`src/rtl/rom_stream_reader.sv`:
```
// Walks a window of weight-ROM addresses and turns the 1-cycle-latency read data
// into a ready/valid stream with a last flag, buffered three deep against backpressure.
module rom_stream_reader #(
  parameter int unsigned ADDR_WIDTH = 3,
  parameter int unsigned WORD_SIZE  = 8,
  parameter int unsigned BASE_ADDR  = 0,
  parameter int unsigned LENGTH     = 2**ADDR_WIDTH
) (
  input  logic                  clk_i,
  input  logic                  reset_i,
  input  logic                  start_i,
  output logic                  busy_o,
  output logic                  done_o,
  output logic [ADDR_WIDTH-1:0] rom_addr_o,
  input  logic [WORD_SIZE-1:0]  rom_data_i,
  output logic [WORD_SIZE-1:0]  data_o,
  output logic                  valid_o,
  input  logic                  ready_i,
  output logic                  last_o
);

  localparam int unsigned CW = ADDR_WIDTH + 1;
  localparam logic [CW-1:0]         LEN      = CW'(LENGTH);
  localparam logic [CW-1:0]         LAST_IDX = CW'(LENGTH - 1);
  localparam logic [ADDR_WIDTH-1:0] BASE     = ADDR_WIDTH'(BASE_ADDR);

  typedef enum logic [1:0] {IDLE, STREAM, DONE} state_e;

  state_e                state_q;
  logic                  busy_q, done_q, inflight_q;
  logic [ADDR_WIDTH-1:0] addr_q;
  logic [CW-1:0]         issued_q, accepted_q;

  logic [WORD_SIZE-1:0]  buf_q [3];
  logic [1:0]            rd_ptr_q, wr_ptr_q, cnt_q, cnt_d;

  logic                  issue, push, pop, final_hs;
  logic [2:0]            occ;

  function automatic logic [1:0] ptr_inc(input logic [1:0] p);
    return (p == 2'd2) ? 2'd0 : p + 2'd1;
  endfunction

  // Occupancy counts the word already in flight so the buffer can never overflow;
  // only registered terms feed issue, keeping ready_i off the address path.
  assign occ      = {1'b0, cnt_q} + {2'b00, inflight_q};
  assign issue    = (state_q == STREAM) && (issued_q < LEN) && (occ < 3'd3);
  assign push     = inflight_q;
  assign valid_o  = (cnt_q != 2'd0);
  assign pop      = valid_o & ready_i;
  assign final_hs = (state_q == STREAM) && pop && (accepted_q == LAST_IDX);
  assign last_o   = valid_o && (accepted_q == LAST_IDX);

  assign busy_o     = busy_q;
  assign done_o     = done_q;
  assign rom_addr_o = addr_q;

  always_comb begin
    data_o = buf_q[0];
    case (rd_ptr_q)
      2'd1:    data_o = buf_q[1];
      2'd2:    data_o = buf_q[2];
      default: data_o = buf_q[0];
    endcase
  end

  always_comb begin
    cnt_d = cnt_q;
    case ({push, pop})
      2'b10:   cnt_d = cnt_q + 2'd1;
      2'b01:   cnt_d = cnt_q - 2'd1;
      default: cnt_d = cnt_q;
    endcase
  end

  always_ff @(posedge clk_i or posedge reset_i) begin
    if (reset_i) begin
      state_q    <= IDLE;
      busy_q     <= 1'b0;
      done_q     <= 1'b0;
      inflight_q <= 1'b0;
      addr_q     <= BASE;
      issued_q   <= '0;
      accepted_q <= '0;
    end else begin
      inflight_q <= issue;
      if (issue) begin
        addr_q   <= addr_q + ADDR_WIDTH'(1);
        issued_q <= issued_q + CW'(1);
      end
      if (pop) accepted_q <= accepted_q + CW'(1);
      case (state_q)
        IDLE: begin
          done_q <= 1'b0;
          if (start_i) begin
            state_q    <= STREAM;
            busy_q     <= 1'b1;
            addr_q     <= BASE;
            issued_q   <= '0;
            accepted_q <= '0;
          end
        end
        STREAM: begin
          if (final_hs) begin
            state_q <= DONE;
            busy_q  <= 1'b0;
            done_q  <= 1'b1;
          end
        end
        DONE: begin
          state_q <= IDLE;
          done_q  <= 1'b0;
        end
        default: begin
          state_q <= IDLE;
          busy_q  <= 1'b0;
          done_q  <= 1'b0;
        end
      endcase
    end
  end

  always_ff @(posedge clk_i or posedge reset_i) begin
    if (reset_i) begin
      for (int i = 0; i < 3; i++) buf_q[i] <= '0;
      rd_ptr_q <= 2'd0;
      wr_ptr_q <= 2'd0;
      cnt_q    <= 2'd0;
    end else begin
      if (push) begin
        buf_q[wr_ptr_q] <= rom_data_i;
        wr_ptr_q        <= ptr_inc(wr_ptr_q);
      end
      if (pop) rd_ptr_q <= ptr_inc(rd_ptr_q);
      cnt_q <= cnt_d;
    end
  end

endmodule

```
`config.mk`:
```
export PLATFORM = sky130hd
export DESIGN_NAME = rom_stream_reader
export DESIGN_NICKNAME = d
export VERILOG_FILES = /design/src/rtl/rom_stream_reader.sv
export SDC_FILE = /design/constraint.sdc
export NUM_CORES = 1
export LEC_CHECK = 0
export ABC_AREA = 1
export CAP_MARGIN = 15
export CORE_UTILIZATION = 50
export DETAILED_ROUTE_END_ITERATION = 16
export HOLD_SLACK_MARGIN = 0.05
export PLACE_DENSITY = 0.72
export SLEW_MARGIN = 20
export SYNTH_ARGS = -nofsm -noshare
export SYNTH_HDL_FRONTEND = slang
export SYNTH_SLANG_ARGS = --single-unit
```
`constraint.sdc`:
```
create_clock -name clk_i -period 3.99 [get_ports clk_i]
set_input_delay 0.798 -clock clk_i [delete_from_list [all_inputs] [get_ports clk_i]]
set_output_delay 0.798 -clock clk_i [all_outputs]
set_load 0.02 [all_outputs]
```
==> flow_summary_export.csv, run 1 <==
group,metric,value,unit
timing,worstMarginPinSlew,0.581,ns
layout,drive_gt1_share,13.6,%
clocking,postCtsHoldBufs,0,
placed_design,port_buffers,26,
detailed_routing,dr.pass1.iters,4,
outcome,status,"complete, no violations",
pwr,power.leakage,1.25,nW
floorplanning,die_w,69.3,um
synthesis,ys_ff_latch,46,
critical_path,slowest_stage,"clkdlybuf4s50_1",
detailed_routing,drc,0,
synthesis,synth_area_leaders,"dfrtp_1 51%, nand2_1 10%, o21ai_2 9.3%",
synthesis,synth_top_family_by_area,"simple AND/OR/NAND/NOR gates",
synthesis,yosysUniqueCellTypes,23,
timing,fmax,332,MHz
critical_path,required,3.19,ns
critical_path,worstReg2RegStart,"inflight_q$_DFF_PP0_",
synthesis,synth_area_per_cell,9.16,sq um
synthesis,synth_top_area_cell,"dfrtp_1",
timing,maxSlewViolCount,0,
hold_path,worstHoldStart,"buf_q[5]$_DFFE_PP0P_",
timing,min_period_over_period,75.5,%
layout,syn2layout_area_growth,15.8,%
critical_path,worstRegToRegCells,7,
layout,diodes,0,
detailed_routing,drtIter0Drc,113,
critical_path,rr_endpoint,"rom_addr_o[0]$_DFF_PP0_",
run,drv_cap,0,
pwr,vdd_drop_max,0.380,mV
grt,grt_pass1_wl,7020,um
clocking,clockBufferDepth,2,
critical_path,r2r_slack,2.23,ns
synthesis,yosys-mux-area-fraction,0,%
clocking,htreeDepth,2,
pwr,finalPower,2.40,mW
grt,first_global_vias,1557,
floorplanning,die_area,4800,sq um
critical_path,arrival,2.22,ns
synthesis,synth_xor_area_share,1.55,%
grt,overflow,0,
critical_path,crit_path_end_kind,"output port",
timing,setup_violations,0,
clocking,clock-sinks,46,
placed_design,pre_cts_slack,1.28,ns
synthesis,synth_nets,269,
pwr,power_density,915,nW/um^2
detailed_routing,routed_wl,3900,um
critical_path,crit_fanout,16,
synthesis,synth-simple-area-share,19.1,%
hold_path,hold_class,"reg -> reg",
clocking,tritoncts,"yes",
critical_path,crit_type,"reg -> out",
hold_path,hold_end,"buf_q[5]$_DFFE_PP0P_",
clocking,clk_pin_slew,0.08,ns
clocking,numCtsBuffers,5,
detailed_routing,num_vias,1668,
grt,grtUsageTotal,18.3,%
clocking,clock-root-buffer,"clkbuf_8",
placed_design,gp_congestion,0.729,
floorplanning,start_util,52.0,%
clocking,cts-resized-gates,0,
clocking,cts_setup_buffers,0,
clocking,clk_latency,0.29,ns
detailed_routing,drtAntennaViolNets,0,
timing,report.final.hold_viol_count,0,
synthesis,netlist_area,2260,sq um
grt,grt_start_max_net_pins,47,
critical_path,crit_chain,"inv_1 > ha_1 > nor2_1 > a31oi_1 > clkdlybuf4s50_1",
synthesis,netlist_instances,247,
synthesis,synth_seq_area_share,50.9,%
timing,skew,0.00482,ns
hold_path,holdPathStages,2,
timing,final.min_clock_period,3.01,ns
timing,layout_setup_ws,0.976,ns
timing,relSlewSlack,61.3,%
critical_path,worstSetupStartpointType,"flip-flop",
grt,antenna_found_initial,0,
synthesis,synthAdderAreaFrac,5.53,%
detailed_routing,wl_per_cell,12.0,um
detailed_routing,via_per_inst,5.13,
layout,nets,295,
timing,rsz0062_at_grt,"no",
timing,tns,0,ns
synthesis,synth-compound-area-share,15.7,%
floorplanning,io_pins,27,
placed_design,dpl.hpwl,2680,um
critical_path,max_stage_delay,0.62,ns
synthesis,synth_top_cell_area_share,50.9,%
floorplanning,die_y,69.3,um
synthesis,yosysWarnings,0,
floorplanning,row_count,24,
floorplanning,coreArea,4350,sq um
[worst max-delay path by stage]
stage | slack [ns] | start | to | cells after the start
after floorplan | 1.68 | rd_ptr_q[0]$_DFFE_PP0N_ | data_o[5] | 6
after global placement | 1.32 | rd_ptr_q[0]$_DFFE_PP0N_ | data_o[1] | 5
after detailed placement | 1.28 | rd_ptr_q[0]$_DFFE_PP0N_ | data_o[1] | 5
after CTS | 0.95 | rd_ptr_q[0]$_DFFE_PP0N_ | data_o[1] | 5
after global routing | 0.83 | rd_ptr_q[0]$_DFFE_PP0N_ | data_o[0] | 5
final | 0.98 | rd_ptr_q[0]$_DFFE_PP0N_ | data_o[1] | 5
[metrics by stage]
| step | area, sq um | cells | util, % | hold WS, ns |
|---|---|---|---|---|
| final | 2620 | 325 | 60.2 | 0.486 |
| after global placement | 2540 | 318 | 58.4 | 0.462 |
| after floorplan | 2260 | 247 | - | 0.455 |
| after detailed placement | 2540 | 318 | 58.4 | 0.467 |
| after global routing | 2620 | 325 | 60.2 | 0.506 |
| after CTS | 2620 | 325 | 60.2 | 0.489 |
[report_power, final]
| part | total, mW | internal [mW] | switching, mW |
|---|---|---|---|
| sequential | 0.857 | 0.695 | 0.162 |
| combinational | 1.28 | 0.549 | 0.727 |
| clock | 0.267 | 0.120 | 0.147 |
[worst max-delay path: cells and delay by family (launching register included)]
family	cells	cell delay, ns
buffers and inverters	2	0.70
adder cells (fa/ha/maj)	1	0.58
flip-flops	1	0.38
AO/OA/AOI/OAI	1	0.16
AND/OR/NAND/NOR	1	0.10
[synthesized netlist by cell type, drive strengths merged]
cell,count
xnor2,1
dfrtp,46
a21oi,7
ha,10
xor2,3
nor2,30
nand4,1
nand3,6
nor3,1
buf,8
clkbuf,1
inv,27
nand2,61
nand3b,1
a31oi,8
o21ai,36
[cells by family after synthesis]
| logic type | Yosys count |
|---|---|
| and+or+nand+nor | 100 |
| AOI/OAI and AO/OA | 51 |
| DFF | 46 |
| buffers and inverters | 36 |
| adders and majority gates | 10 |
| xor gates and xnor gates | 4 |
[routing by layer]
metal,track usage [%],up-vias,part of all wire [%]
met4,4.76,0,1.0
li1,-,843,-
met5,0,-,0
met2,29.4,30,47
met1,24.3,790,47
met3,5.23,5,4.2
[cell usage in the layout (no fill, tap or decap), types with 2 or more instances in the layout]
cell type,n
nand2_1,60
dfrtp_1,46
nor2_1,29
inv_1,26
clkdlybuf4s50_1,26
o21ai_2,24
o21ai_0,12
ha_1,10
a31oi_1,8
a21oi_1,7
clkbuf_8,5
nand3_4,3
xor2_1,3
nand3_1,3
buf_4,2
[cell type report]
cell class              instances  area, sq um
fillers                       415         1730
flip-flops and latches         46         1150
multi-input cells             165          948
repair buffers                 28          275
inverters                      27          101
clock buffers                   6         72.6
well taps                      52         65.1
clock inverters                 1         7.51
[flip-flops by register name, summed over array words and instances, names as in the netlist]
signal and count:
inflight_q 1, busy_o 1, wr_ptr_q 2, buf_q 24
rom_addr_o 3, rd_ptr_q 2, issued_q 4, done_o 1
cnt_q 2, state_q 2, accepted_q 4
(Power assumes the default switching activity.)
==> run 2: changes to the inputs <==
--- a/config.mk
+++ b/config.mk
@@ -10,7 +10,7 @@
 export CORE_UTILIZATION = 50
 export DETAILED_ROUTE_END_ITERATION = 16
 export HOLD_SLACK_MARGIN = 0.05
-export PLACE_DENSITY = 0.72
+export PLACE_DENSITY = 0.75
 export SLEW_MARGIN = 20
 export SYNTH_ARGS = -nofsm -noshare
 export SYNTH_HDL_FRONTEND = slang
==> constraint.sdc (replaced) <==
create_clock -name clk_i -period 2.66 [get_ports clk_i]
set_input_delay 0.532 -clock clk_i [delete_from_list [all_inputs] [get_ports clk_i]]
set_output_delay 0.532 -clock clk_i [all_outputs]
set_load 0.02 [all_outputs]
==> run 2 against run 1 <==
Sequential share of layout area down 1.1 points. Critical path depth unchanged. Clock-buffer cell count down 1. Critical path type unchanged. Critical endpoint is now data_o[0]. Largest power group unchanged.
==> flow_summary_export.csv, run 2 (synthesis results as in run 1) <==
group,metric,value,unit
outcome,status,"complete, no violations",
grt,overflow,0,
detailed_routing,drc,0,
detailed_routing,via_per_inst,5.04,
floorplanning,coreArea,4350,sq um
hold_path,hold_class,"reg -> reg",
detailed_routing,num_vias,1647,
timing,setup_violations,0,
run,drv_cap,0,
timing,layout_setup_ws,0.0917,ns
grt,grtUsageTotal,19.5,%
critical_path,crit_family,"buffers and inverters",
clocking,clk_latency,0.31,ns
timing,relSlewSlack,40.4,%
clocking,clock-root-buffer,"clkbuf_8",
layout,drive_gt1_share,15.6,%
placed_design,port_buffers,26,
layout,reg_top3,"buf_q: 24 flops, accepted_q: 4 flops, issued_q: 4 flops",
critical_path,arrival,2.04,ns
clocking,clk_pin_slew,0.09,ns
timing,report.final.hold_viol_count,0,
clocking,cts_setup_buffers,0,
layout,post-route-util,61.8,%
floorplanning,die_area,4800,sq um
layout,largest_reg_flops,24,
clocking,htreeDepth,2,
timing,min_period_over_period,96.6,%
floorplanning,start_util,52.0,%
timing,fmax,389,MHz
timing,worstMarginPinSlew,0.889,ns
placed_design,place_area,2550,sq um
critical_path,startpoint,"rd_ptr_q[0]$_DFFE_PP0N_",
detailed_routing,dr.pass1.iters,6,
floorplanning,die_w,69.3,um
critical_path,endpoint,"data_o[0]",
clocking,clock-sinks,46,
detailed_routing,wl_per_cell,12.7,um
placed_design,dp.cells,319,
grt,first_global_vias,1595,
clocking,numCtsBuffers,5,
layout,stdcell_area,2690,sq um
critical_path,required,2.13,ns
critical_path,crit_chain,"inv_1 > ha_2 > nand2_1 > a31oi_1 > clkdlybuf4s50_1",
placed_design,gp_congestion,0.774,
layout,top_register,"buf_q",
layout,syn2layout_area_growth,18.9,%
grt,antenna_found_initial,0,
timing,tns,0,ns
floorplanning,row_count,24,
placed_design,dpl.hpwl,2820,um
pwr,power_density,1400,nW/um^2
detailed_routing,drtIter0Drc,94,
critical_path,max_stage_delay,0.62,ns
pwr,vdd_drop_max,0.600,mV
timing,whs,0.490,ns
timing,skew,0.00738,ns
timing,maxSlewViolCount,0,
critical_path,crit_fanout,8,
floorplanning,die_y,69.3,um
critical_path,crit_type,"reg -> out",
layout,layout_common_cells,"60 x nand2_1, 46 x dfrtp_1, 29 x nor2_1",
layout,nets,296,
layout,diodes,0,
layout,stdcell_count,327,
grt,grt_start_max_net_pins,27,
detailed_routing,routed_wl,4150,um
placed_design,pre_cts_slack,0.190,ns
floorplanning,io_pins,27,
clocking,clockBufferDepth,2,
layout,final_common_cell,"nand2_1",
clocking,tritoncts,"yes",
critical_path,slowest_stage,"clkdlybuf4s50_1",
critical_path,cp_num_cells,5,
pwr,finalPower,3.77,mW
timing,rsz0062_at_grt,"yes",
critical_path,rr_endpoint,"rom_addr_o[2]$_DFF_PP0_",
grt,grt_pass1_wl,7400,um
timing,final.min_clock_period,2.57,ns
critical_path,worstSetupStartpointType,"flip-flop",
critical_path,worstRegToRegCells,7,
critical_path,r2r_slack,0.91,ns
critical_path,crit_path_end_kind,"output port",
critical_path,worstReg2RegStart,"inflight_q$_DFF_PP0_",
detailed_routing,drtAntennaViolNets,0,
pwr,power.leakage,1.31,nW
critical_path,worst-path-buf-inv,2,
==> run 2: changes by cell type in the layout (fill, tap and decap cells not counted) <==
cell,delta
ha_4,+1
clkbuf_1,-1
ha_2,+2
clkinvlp_4,+1
buf_4,+1
dlymetal6s2s_1,+4
bufinv_16,+1
clkdlybuf4s50_1,-4
ha_1,-3
==> run 2: how the worst min path moves through the flow <==
stage,slack [ns],endpoint,cells after the start,from
after floorplan,0.45,buf_q[0]$_DFFE_PP0P_,2,buf_q[0]$_DFFE_PP0P_
final,0.49,buf_q[1]$_DFFE_PP0P_,2,buf_q[1]$_DFFE_PP0P_
after CTS,0.49,buf_q[1]$_DFFE_PP0P_,2,buf_q[1]$_DFFE_PP0P_
after global placement,0.46,busy_o$_DFFE_PP0P_,2,busy_o$_DFFE_PP0P_
after global routing,0.50,busy_o$_DFFE_PP0P_,2,busy_o$_DFFE_PP0P_
after detailed placement,0.47,buf_q[1]$_DFFE_PP0P_,2,buf_q[1]$_DFFE_PP0P_
==> run 2: timing repair <==
| item | CTS | global route |
|---|---|---|
| gates resized for setup | 4 | 4 |
| endpoints found under the setup margin | 8 | 8 |
| hold buffers | 0 | 0 |
==> run 2: worst min-delay path: stages (launching register included) <==
cell	delay, ns
dfrtp_1	0.35
nand2_1	0.06
o21ai_2	0.05
==> run 2: power by group <==
part | switching (mW) | internal [mW]
Sequential | 0.249 | 1.04
Combinational | 1.10 | 0.841
Clock | 0.254 | 0.280
==> run 2: layer usage <==
| layer | wire [um] | track usage (%) | vias to the layer above |
|---|---|---|---|
| met2 | 1900 | 31.4 | 29 |
| met1 | 2030 | 25.6 | 766 |
| met5 | 0 | 0 | - |
| met3 | 174 | 5.81 | 5 |
| li1 | - | - | 847 |
| met4 | 46 | 5.44 | 0 |
==> run 2: layout make-up <==
| cell class | instances | area, sq um |
|---|---|---|
| Clock buffer | 5 | 68.8 |
| Multi-Input combinational cell | 165 | 966 |
| Tap cell | 52 | 65.1 |
| Fill cell | 379 | 1660 |
| Clock inverter | 3 | 45.0 |
| Sequential cell | 46 | 1150 |
| Timing Repair Buffer | 29 | 293 |
| Inverter | 27 | 101 |
